**config.mk**
```make
export PLATFORM = sky130hd
export DESIGN_NAME = instr_fetch_buffer
export DESIGN_NICKNAME = d
export VERILOG_FILES = /design/src/rtl/ifb_pkg.sv /design/src/rtl/ifb_queue.sv /design/src/rtl/instr_fetch_buffer.sv
export SDC_FILE = /design/constraint.sdc
export NUM_CORES = 1
export LEC_CHECK = 0
export ABC_AREA = 1
export ABC_CLOCK_PERIOD_IN_PS = 10650
export BUFFER_PORTS_ARGS = -buffer_cell sky130_fd_sc_hd__buf_2
export CORE_ASPECT_RATIO = 0.9
export CORE_UTILIZATION = 50
export DETAILED_ROUTE_END_ITERATION = 6
export PLACE_DENSITY = 0.69
export RECOVER_POWER = 100
export SKIP_CTS_REPAIR_TIMING = 1
export SYNTH_ARGS = -nofsm -noshare
export SYNTH_HDL_FRONTEND = slang
export SYNTH_SLANG_ARGS = --single-unit
```
**constraint.sdc**
```tcl
create_clock -name hz1_clk -period 10.65 [get_ports hz1_clk]
set_clock_uncertainty 0.15 [all_clocks]
set_input_delay 1.065 -clock hz1_clk [delete_from_list [all_inputs] [get_ports hz1_clk]]
set_output_delay 1.065 -clock hz1_clk [all_outputs]
set_load 0.1 [all_outputs]
```
**src/rtl/ifb_pkg.sv**
```systemverilog
// Shared types and defaults for the instruction fetch buffer.
package ifb_pkg;

    typedef enum logic [0:0] {
        FETCH_IDLE = 1'b0,
        FETCH_REQ  = 1'b1
    } fetch_state_e;

    localparam logic [31:0] NOP_WORD     = 32'h0;
    localparam int          IFB_DEPTH    = 8;
    localparam logic [31:0] IFB_RESET_PC = 32'h0000_0000;

endpackage

```
**src/rtl/ifb_queue.sv**
```systemverilog
// Circular instruction queue: one push, up to two pops per cycle, two
// combinational read ports at head and head+1.
module ifb_queue import ifb_pkg::*; #(
    parameter int  DEPTH = IFB_DEPTH,
    localparam int PW    = $clog2(DEPTH),
    localparam int CW    = PW + 1
) (
    input  logic          hz1_clk,
    input  logic          n_rst,
    input  logic          push,
    input  logic [31:0]   push_data,
    input  logic [1:0]    pop_cnt,
    input  logic          flush,
    output logic [31:0]   rd0,
    output logic [31:0]   rd1,
    output logic [CW-1:0] count
);

    logic [31:0]   mem [DEPTH];
    logic [PW-1:0] head;
    logic [PW-1:0] tail;
    logic [PW-1:0] head_nx;

    assign head_nx = head + 1'b1;

    always_ff @(posedge hz1_clk or negedge n_rst) begin
        if (!n_rst) begin
            head  <= '0;
            tail  <= '0;
            count <= '0;
        end else if (flush) begin
            head  <= tail;
            count <= '0;
        end else begin
            head  <= head + PW'(pop_cnt);
            if (push)
                tail <= tail + 1'b1;
            count <= count + CW'(push) - CW'(pop_cnt);
        end
    end

    // Storage is not reset: contents are invisible while count is zero.
    always_ff @(posedge hz1_clk) begin
        if (push && !flush)
            mem[tail] <= push_data;
    end

    assign rd0 = (count >= CW'(1)) ? mem[head]    : NOP_WORD;
    assign rd1 = (count >= CW'(2)) ? mem[head_nx] : NOP_WORD;

endmodule

```
**src/rtl/instr_fetch_buffer.sv**
```systemverilog
// Instruction fetch buffer: single-outstanding fetch FSM, pc and redirect
// handling in front of ifb_queue. Define IFB_STATS_EN for fetch/stall counters.
module instr_fetch_buffer import ifb_pkg::*; #(
    parameter int          DEPTH    = IFB_DEPTH,
    parameter logic [31:0] RESET_PC = IFB_RESET_PC
) (
    input  logic        hz1_clk,
    input  logic        n_rst,
    output logic        imem_req,
    output logic [31:0] imem_addr,
    input  logic        imem_ack,
    input  logic [31:0] imem_rdata,
    input  logic        redirect_valid,
    input  logic [31:0] redirect_pc,
    input  logic        freeze1,
    input  logic        freeze2,
    input  logic        dependency_on_ins2,
    output logic [31:0] instruction0,
    output logic [31:0] instruction1,
    output logic        nothing_filled
`ifdef IFB_STATS_EN
    ,
    output logic [15:0] fetched_cnt,
    output logic [15:0] stall_cnt
`endif
);

    localparam int CW = $clog2(DEPTH) + 1;

    fetch_state_e  state;
    logic [31:0]   pc;
    logic [31:0]   req_addr;
    logic          discard;
    logic [CW-1:0] count;
    logic [CW-1:0] level;
    logic          pop0;
    logic          pop1;
    logic [1:0]    pop_cnt;
    logic          push;

    // Pops are suppressed on a redirect cycle since the queue is flushed anyway.
    assign pop0    = !freeze1 && (count != '0) && !redirect_valid;
    assign pop1    = pop0 && !freeze2 && !dependency_on_ins2 && (count >= CW'(2));
    assign pop_cnt = {1'b0, pop0} + {1'b0, pop1};
    assign push    = (state == FETCH_REQ) && imem_ack && !discard && !redirect_valid;
    assign level   = count - CW'(pop_cnt);

    assign imem_req       = (state == FETCH_REQ);
    assign imem_addr      = imem_req ? req_addr : pc;
    assign nothing_filled = (count == '0);

    always_ff @(posedge hz1_clk or negedge n_rst) begin
        if (!n_rst) begin
            state    <= FETCH_IDLE;
            pc       <= RESET_PC;
            req_addr <= RESET_PC;
            discard  <= 1'b0;
        end else if (state == FETCH_IDLE) begin
            // A redirect in IDLE delays issue by one cycle so req_addr sees the new pc.
            if (redirect_valid)
                pc <= redirect_pc;
            else if (level < CW'(DEPTH)) begin
                state    <= FETCH_REQ;
                req_addr <= pc;
            end
        end else begin
            if (redirect_valid) begin
                pc      <= redirect_pc;
                discard <= !imem_ack;
            end else if (imem_ack) begin
                discard <= 1'b0;
                if (!discard)
                    pc <= pc + 32'd4;
            end
            if (imem_ack)
                state <= FETCH_IDLE;
        end
    end

    ifb_queue #(.DEPTH(DEPTH)) u_queue (
        .hz1_clk   (hz1_clk),
        .n_rst     (n_rst),
        .push      (push),
        .push_data (imem_rdata),
        .pop_cnt   (pop_cnt),
        .flush     (redirect_valid),
        .rd0       (instruction0),
        .rd1       (instruction1),
        .count     (count)
    );

`ifdef IFB_STATS_EN
    always_ff @(posedge hz1_clk or negedge n_rst) begin
        if (!n_rst) begin
            fetched_cnt <= '0;
            stall_cnt   <= '0;
        end else begin
            if (push && fetched_cnt != 16'hFFFF)
                fetched_cnt <= fetched_cnt + 16'd1;
            if (freeze1 && count != '0 && stall_cnt != 16'hFFFF)
                stall_cnt <= stall_cnt + 16'd1;
        end
    end
`endif

endmodule

```
Word level (Yosys, flattened, before mapping). Memories as Yosys holds them, arrays and structs flattened. Index checks and enable logic that the tools add are counted.

Logic and storage cells: 63. Bits in writable memories: 256. Input bits: 71. Memories: 1. Output and inout port bits: 98. Bits in registers: 76.

Memory list: u_queue.mem (words 8, width 32, read ports 2, clocked after Yosys merged registers in 0, write ports 1, line ifb_queue.sv:19) `logic [31:0] mem [DEPTH];`.

Eq/ne operators: 1. $lt $le $gt $ge: 3. Mux-type cells: 18. Reduce and logical (&&, ||, !) cells: 23. Bitwise operators: 2. $add $sub $neg: 8.

Operators by type and width (count): $mux 32 (8); $add 32x3->32 const B (1); $logic_and 1x1->1 (9); $mux 1 (8); $sub 4x2->4 (2); $add 3x1->3 const B (2); $logic_not 1->1 (6); $reduce_and 3->1 (2); $add 4x1->4 (1); $ge 4x1->1 const B (1); $ge 4x2->1 const B (1); $logic_not 4->1 (1); $lt 4x4->1 const B (1); $mux 4 (1); $reduce_and 2->1 (2); $reduce_bool 2->1 (2); $reduce_bool 4->1 (1); $add 3x2->3 (1); $mux 3 (1); $add 1x1->2 (1); $ne 2x2->1 const B (1); $not 1->1 (2).

Logic depth before layout (Yosys ltp). Gate-level depths: netlist of run 1.

Depth after elaboration: 12. Mapped depth: 20. Gate-level depth less buffers: 18.

Modules after synthesis. A second synthesis of run 1 with hierarchy kept.

Cells, all modules: 2397. Area, all modules: 18512.8 µm².

Modules (own cells, without submodules): ifb_queue (area each 14373.8 µm², cells an instance 1783, instances 1, sequential area each 7937.6 µm²); instr_fetch_buffer (area each 4139.0 µm², cells an instance 614, instances 1, sequential area each 1651.6 µm²).

Worst setup path before layout of run 1. No wires, ideal clock.

Path kind: register to output. Start: reg state, in the netlist imem_req. End: out imem_addr[23]. Required time: 9435 ps. Arrival time: 3399 ps. Buffers on the path: 2. Path slack: 6036 ps. Stages on the path, launching flop included: 4. Cells stage by stage: dfrtp_1 > buf_2 > clkbuf_1 > o21ai_0.

Word-level cells in the longest chain between the ends: 1.

Ends and longest elaborated chain: start: declaration (line instr_fetch_buffer.sv:30) `fetch_state_e state;`; start signal: assignment (line instr_fetch_buffer.sv:54) `state <= FETCH_IDLE;`; start signal: assignment (line instr_fetch_buffer.sv:63) `state <= FETCH_REQ;`; start signal: assignment (line instr_fetch_buffer.sv:76) `state <= FETCH_IDLE;`; $mux 32 (line instr_fetch_buffer.sv:49) `assign imem_addr = imem_req ? req_addr : pc;`; end: declaration (line instr_fetch_buffer.sv:10) `output logic [31:0] imem_addr,`.

No other way between the ends.

Worst setup path after layout of run 1.
Start: reg u_queue.head[1]. End: out instruction0[14].

Word-level cells in the longest chain between the ends: 2.

Ends and longest elaborated chain: start: declaration (line ifb_queue.sv:20) `logic [PW-1:0] head;`; start signal: assignment (line ifb_queue.sv:32) `head <= tail;`; start signal: assignment (line ifb_queue.sv:35) `head <= head + PW'(pop_cnt);`; $mem_v2 8x32; $mux 32 (line ifb_queue.sv:48) `assign rd0 = (count >= CW'(1)) ? mem[head] : NOP_WORD;`; end: declaration (line instr_fetch_buffer.sv:18) `output logic [31:0] instruction0,`.

No other way between the ends.

==> summary.txt, run 1 <==
Setup path
  • CP required: ~9.4 ns
  • CP arrival: 5.74 ns
  • Setup crit end kind: output pin
  • R2R Path Start: imem_req$_DFF_PN0_
  • Worst Setup Start Kind: register
  • CP max FO: between 50 and 60
  • Worst R2R End: pc[14]$_DFFE_PN0P_
  • FF-to-FF setup slack: ~4.7 ns
  • Crit path kind: register to output pin
  • Worst-case reg-to-reg path depth: 7

Place
  • Dpl hpwl: between 20000 and 30000 um
  • GPL Wtd Cong: 0.822
  • Port Buffer Count: around 170

Die
  • Starting Density: 51.2%
  • Die area: 0.0348 mm2
  • Site Rows: between 60 and 70
  • Chip height: about 180 um
  • Core box area: 0.0333 mm2
  • I/O pin count: ~170
  • Die X: slightly below 200 um

Global routing
  • Pin count of the biggest net entering global routing: roughly 210
  • Antenna violations before repair: 1
  • Vias in the first global route: between 10000 and 15000
  • Overflow after GRT: 0
  • Global-route wire length before repair: 70800 um
  • Gr usage total: around a quarter

Timing
  • Final cycle utilization of the critical path: 65.3%
  • Slew HR: -88.1%
  • Pins Over Slew Limit: just over 600
  • Final setup vio count: 0
  • Fin crit period: about 7.0 ns
  • Worst-Margin Slew: 2.82 ns
  • Unrepaired setup endpoints after global routing: no
  • Final hold vios: 0
  • Fin Setup TNS: 0 ns
  • Max Fclk: around 140 MHz

Synth
  • Synth async-reset ratio: approximately 23%
  • Sequential area share after synthesis: between 50% and 60%
  • Yosys warns: 0
  • Syn Area/Cell: 8.78 um2
  • Mapped Nets: approximately 2000
  • Post-synth EDFFs: about 260
  • Synthesized flop and latch total: approximately 330
  • Mapped Cells: between 1500 and 2000
  • Top FF cell, synth: edfxtp_1
  • Synthesized cell area: about 0.017 mm2
  • Distinct cells, synth: 35

Clocking
  • Clock-pin slew on the worst setup and hold paths: 0.06 ns
  • H-Tree Level Count: 2
  • CTS Buf Count: 36
  • Insertion delay to the later sink of the worst-skew pair: a little over 0.5 ns
  • CTS root buf: clkbuf_16
  • Max Buffers Root-to-Sink: 3
  • CTS tree: yes
  • CTS sink cnt: ~330

Worst hold path
  • Hold Crit Class: register to register
  • Min-delay src: req_addr[29]$_DFFE_PN0P_
  • WHS Endpoint: req_addr[29]$_DFFE_PN0P_
  • Hold path depth: 2

Routing
  • First-pass iteration count of the detailed router: 5
  • Drt initial violations: 1322
  • Via count: roughly 14000
  • Detailed-route wire length per cell: roughly 18 um
  • DRC viols: 0
  • Vias per std cell: between 5 and 6
  • Routed WL: roughly 44000 um
  • Detail Route Antenna Nets: 0

Final layout
  • Inserted Diodes: 0
  • Share of cells above drive strength 1: between 5 and 6%
  • Fin util: a little under three fifths
  • Final nets: 2125
  • Synthesis-to-layout area growth: 11.1%

Job
  • Max-Cap Viols: 18

Outcome
  • Outcome: finished, violations left
  • Failing checks: max-capacitance violations, max-slew violations
## through the flow
stage          std cells  hold slack [ns]  worst slack (ns)  instance area, um2
6_report            2515            0.331              3.69               18900
5_1_grt             2515            0.360              3.32               18900
4_1_cts             2515            0.309              5.26               19200
3_5_place_dp        2457            0.323              5.80               18000
2_1_floorplan       1940            0.303              6.04               17000
3_3_place_gp        2457            0.316              5.87               18000
## cell type report
class	instances	area (um2)
clock buffers	42	945
clock inverters	16	220
fillers	3024	14400
inverters	132	503
multi-input cells	1348	6280
flip-flops and latches	332	9590
well taps	455	569
repair buffers	190	798
## sequential cells by signal, indices dropped and copies added (netlist names)
name	count
imem_req	1
u_queue.head	3
req_addr	32
pc	32
discard	1
u_queue.tail	3
u_queue.mem	256
u_queue.count	4
## worst max-delay path by stage
stage	from	end	slack (ns)
2_1_floorplan	imem_req$_DFF_PN0_	imem_addr[23]	6.04
3_3_place_gp	u_queue.head[0]$_DFF_PN0_	instruction1[0]	5.87
3_5_place_dp	u_queue.head[0]$_DFF_PN0_	instruction0[31]	5.80
4_1_cts	u_queue.head[0]$_DFF_PN0_	instruction0[31]	5.26
5_1_grt	u_queue.head[1]$_DFF_PN0_	instruction0[28]	3.32
6_report	u_queue.head[1]$_DFF_PN0_	instruction0[14]	3.69
## worst max-delay path: stages, from the launching register on
cell	delay, ns
dfrtp_1	1.37
clkbuf_1	1.97
o21ai_0	0.48
o221ai_1	0.32
nand2_1	0.07
nor2_1	0.10
clkbuf_1	0.86
## cell families (layout without fill, tap and decap cells)
kind of cell | count (synthesis) | in the layout | share of synthesized area [%]
simple gates | 737 | 737 | 16.7
compound gates | 593 | 593 | 18.7
flops | 332 | 332 | 56.3
buf+inv | 260 | 380 | 6.95
fa+ha+maj | 14 | 14 | 1.12
xor+xnor | 4 | 4 | 0.250
## cells in the final DEF (no fill, tap or decap), types with 2 or more instances in the layout
cell	synthesis	final
nor2_1	408	406
nand2_1	293	293
o21ai_0	269	273
edfxtp_1	256	256
a21oi_1	151	151
clkbuf_1	57	145
inv_1	126	129
o21ai_1	99	95
dfrtp_1	76	74
buf_2	32	41
clkbuf_16	0	37
o211ai_1	32	32
o221ai_1	31	31
nand3_1	19	19
ha_1	12	12
buf_4	14	9
nor2_2	5	5
o22ai_1	5	5
bufinv_16	0	5
nor3_1	4	4
nor2_4	2	4
clkinv_1	0	4
nand3b_1	3	3
inv_6	0	3
xor2_1	2	2
inv_2	6	2
a31oi_1	2	2
a22oi_1	2	2
fa_1	2	2
clkinvlp_4	0	2
## cells in the mapped netlist, types with 2 or more instances
master    count  area share [%]
a21oi_1     151             4.4
a22oi_1       2           0.088
a31oi_1       2           0.073
buf_1         8            0.18
buf_2        32            0.94
buf_4        14            0.62
buf_6        15            0.99
clkbuf_1     57             1.3
clkbuf_2      2           0.059
dfrtp_1      76              11
edfxtp_1    256              45
fa_1          2            0.24
ha_1         12            0.88
inv_1       126             2.8
inv_2         6            0.13
nand2_1     293             6.5
nand3_1      19            0.56
nand3b_1      3            0.13
nor2_1      408             9.0
nor2_2        5            0.18
nor2_4        2            0.13
nor3_1        4            0.12
o211ai_1     32             1.4
o21ai_0     269             7.9
o21ai_1      99             2.9
o221ai_1     31             1.6
o22ai_1       5            0.18
xor2_1        2            0.10
## metal layers
| metal | track usage [%] | share of wire [%] |
|---|---|---|
| met2 | 41.0 | 45 |
| met4 | 8.50 | 2.2 |
| met1 | 36.3 | 44 |
| met3 | 3.89 | 8.6 |
| met5 | 0 | 0.029 |
Power of run 1 is not shown: default switching activity piles up to over one toggle a cycle in this logic, so the estimate is an artifact.
==> run 2: changes to the inputs <==
--- a/config.mk
+++ b/config.mk
@@ -6,12 +6,12 @@
 export NUM_CORES = 1
 export LEC_CHECK = 0
 export ABC_AREA = 1
-export ABC_CLOCK_PERIOD_IN_PS = 10650
+export ABC_CLOCK_PERIOD_IN_PS = 5600
 export BUFFER_PORTS_ARGS = -buffer_cell sky130_fd_sc_hd__buf_2
 export CORE_ASPECT_RATIO = 0.9
 export CORE_UTILIZATION = 50
 export DETAILED_ROUTE_END_ITERATION = 6
-export PLACE_DENSITY = 0.69
+export PLACE_DENSITY = 0.72
 export RECOVER_POWER = 100
 export SKIP_CTS_REPAIR_TIMING = 1
 export SYNTH_ARGS = -nofsm -noshare
==> constraint.sdc (replaced) <==
create_clock -name hz1_clk -period 5.6 [get_ports hz1_clk]
set_clock_uncertainty 0.15 [all_clocks]
set_input_delay 0.56 -clock hz1_clk [delete_from_list [all_inputs] [get_ports hz1_clk]]
set_output_delay 0.56 -clock hz1_clk [all_outputs]
set_load 0.1 [all_outputs]
==> run 2 against run 1 <==
  * The flow finishes with violations (design-rule violations, max-capacitance violations, max-slew violations)
  * Count of clock-buffer cells in the layout rose by 7
  * Setup slack got worse by 3.0 ns
  * Register-to-register slack got worse by 3.9 ns
  * Hold slack got worse by 0.23 ns
==> summary.txt, run 2 (same netlist as run 1, synthesis figures left out) <==
Outcome
  • Outcome: finished, violations left
  • Failing checks: design-rule violations, max-capacitance violations, max-slew violations

Final layout
  • Largest register by flop count: u_queue.mem
  • Fillers: a little under 3000
  • Synthesis-to-layout area growth: 11.9%
  • Commonest non-fill, non-tap cell in the layout: nor2_1
  • Largest registers: u_queue.mem x256, pc x32, req_addr x32
  • Share of cells above drive strength 1: approximately 8.6%
  • Commonest cells after routing, fill and taps aside: nor2_1 (406), nand2_1 (293), o21ai_0 (274)
  • Final std cell area, no fill: ~0.019 mm2
  • Final nets: about 2100
  • Number of flip-flops in the largest register: 256

Timing
  • Final cycle utilization of the critical path: roughly nine tenths
  • Final setup vio count: 0
  • Max Fclk: roughly 200 MHz
  • Fin Setup TNS: 0 ns
  • Pins Over Slew Limit: ~140
  • Unrepaired setup endpoints after global routing: no
  • Worst setup margin: between 0.6 and 0.7 ns
  • Worst-Margin Slew: around 2.0 ns
  • Slew HR: -30.7%
  • Fin crit period: approximately 4.9 ns
  • Final hold vios: 0

Clocking
  • CTS Buf Count: 36
  • CTS sink cnt: between 300 and 400
  • Clock-pin slew on the worst setup and hold paths: 0.06 ns
  • CTS root buf: clkbuf_16
  • Max Buffers Root-to-Sink: 3
  • Insertion delay to the later sink of the worst-skew pair: 0.53 ns
  • H-Tree Level Count: 2
  • CTS tree: yes

Setup path
  • Crit path kind: register to output pin
  • CP required: 4.89 ns
  • Worst Setup Start Kind: register
  • Setup crit end kind: output pin
  • Buf/Inv on CP: 3
  • Crit path cell chain: inv_8 > clkbuf_2 > o21ai_0 > o211ai_1 > nand2_1 > nor2_1 > clkbuf_2
  • Crit path largest cell delay: 0.95 ns
  • Delay-heaviest family, CP: buffers and inverters
  • Critical Path Most Common Cell: clkbuf_2
  • Slowest CP cell: inv_8
  • CP arrival: approximately 4.2 ns
  • CP max FO: between 200 and 250

Die
  • Die area: 0.0348 mm2
  • Site Rows: 63
  • Die X: between 150 and 200 um
  • I/O pin count: 169
  • Core box area: about 0.033 mm2
  • Chip height: 177 um
  • Starting Density: 51.2%

Routing
  • Detailed-route wire length per cell: about 18 um
  • Vias per std cell: 5.70
  • DRC viols: 1
  • Drt initial violations: 1656
  • First-pass iteration count of the detailed router: 7
  • Routed WL: ~45000 um
  • Detail Route Antenna Nets: 0
  • Via count: roughly 14000

Global routing
  • Overflow after GRT: 0
  • Gr usage total: about 26%
  • Global-route wire length before repair: ~70000 um
  • Pin count of the biggest net entering global routing: around 220
  • Antenna violations before repair: 2
  • Vias in the first global route: 13300

Worst hold path
  • Hold Crit Class: primary input to register

Place
  • Port Buffer Count: around 170
  • Dpl hpwl: approximately 27000 um
  • Pre-CTS setup slack: 1.55 ns
  • GPL Wtd Cong: around 0.87
  • Dpl cell area: between 0.015 and 0.02 mm2

Job
  • Max-Cap Viols: 3
==> run 2: final cells by class <==
type / instances / area [um2] / area share [%]
flip-flops and latches: 332 / 9600 / 50.3
multi-input cells: 1348 / 6300 / 33.0
clock buffers: 49 / 992 / 5.20
repair buffers: 194 / 941 / 4.94
well taps: 455 / 569 / 2.99
inverters: 132 / 503 / 2.64
clock inverters: 14 / 163 / 0.853
diodes: 1 / 2.50 / 0.0131
==> run 2: worst paths after layout <==
| path | startpoint | cells past startpoint | slack, ns | endpoint |
|---|---|---|---|---|
| max | u_queue.head[0]$_DFF_PN0_ | 7 | 0.66 | instruction1[8] |
| min | redirect_pc[1] | 3 | 0.10 | pc[1]$_DFFE_PN0P_ |
| max reg2reg | imem_req$_DFF_PN0_ | 5 | 0.77 | u_queue.mem[0][13]$_DFFE_PP_ |
| min reg2reg | req_addr[17]$_DFFE_PN0P_ | 2 | 0.33 | req_addr[17]$_DFFE_PN0P_ |
| max in group asynchronous | n_rst | 3 | 3.00 | u_queue.head[0]$_DFF_PN0_ |
| min in group asynchronous | n_rst | 2 | 0.80 | req_addr[19]$_DFFE_PN0P_ |
==> run 2: metal layers <==
layer / share of wire [%] / global-route usage [%] / wire length, um / up-vias
li1: - / - / - / 6825
met4: 2.2 / 7.81 / 983 / 2
met2: 46 / 41.8 / 20800 / 642
met5: 0.036 / 0 / 16 / -
met1: 43 / 36.3 / 19400 / 6842
met3: 8.1 / 3.53 / 3640 / 70
==> run 2: worst min-delay path: stages <==
cell     delay, ns
buf_2         0.07
nand2_1       0.04
o21ai_0       0.05
==> run 2: stage by stage <==
stage / hold slack, ns / util, % / cells
after floorplan: 0.114 / - / 1940
after global placement: 0.316 / 54.3 / 2460
after detailed placement: 0.325 / 54.3 / 2460
after CTS: -0.221 / 57.8 / 2523
after global routing: 0.105 / 57.3 / 2525
final: 0.102 / 57.3 / 2525
Power of run 2 is left out for the same reason.
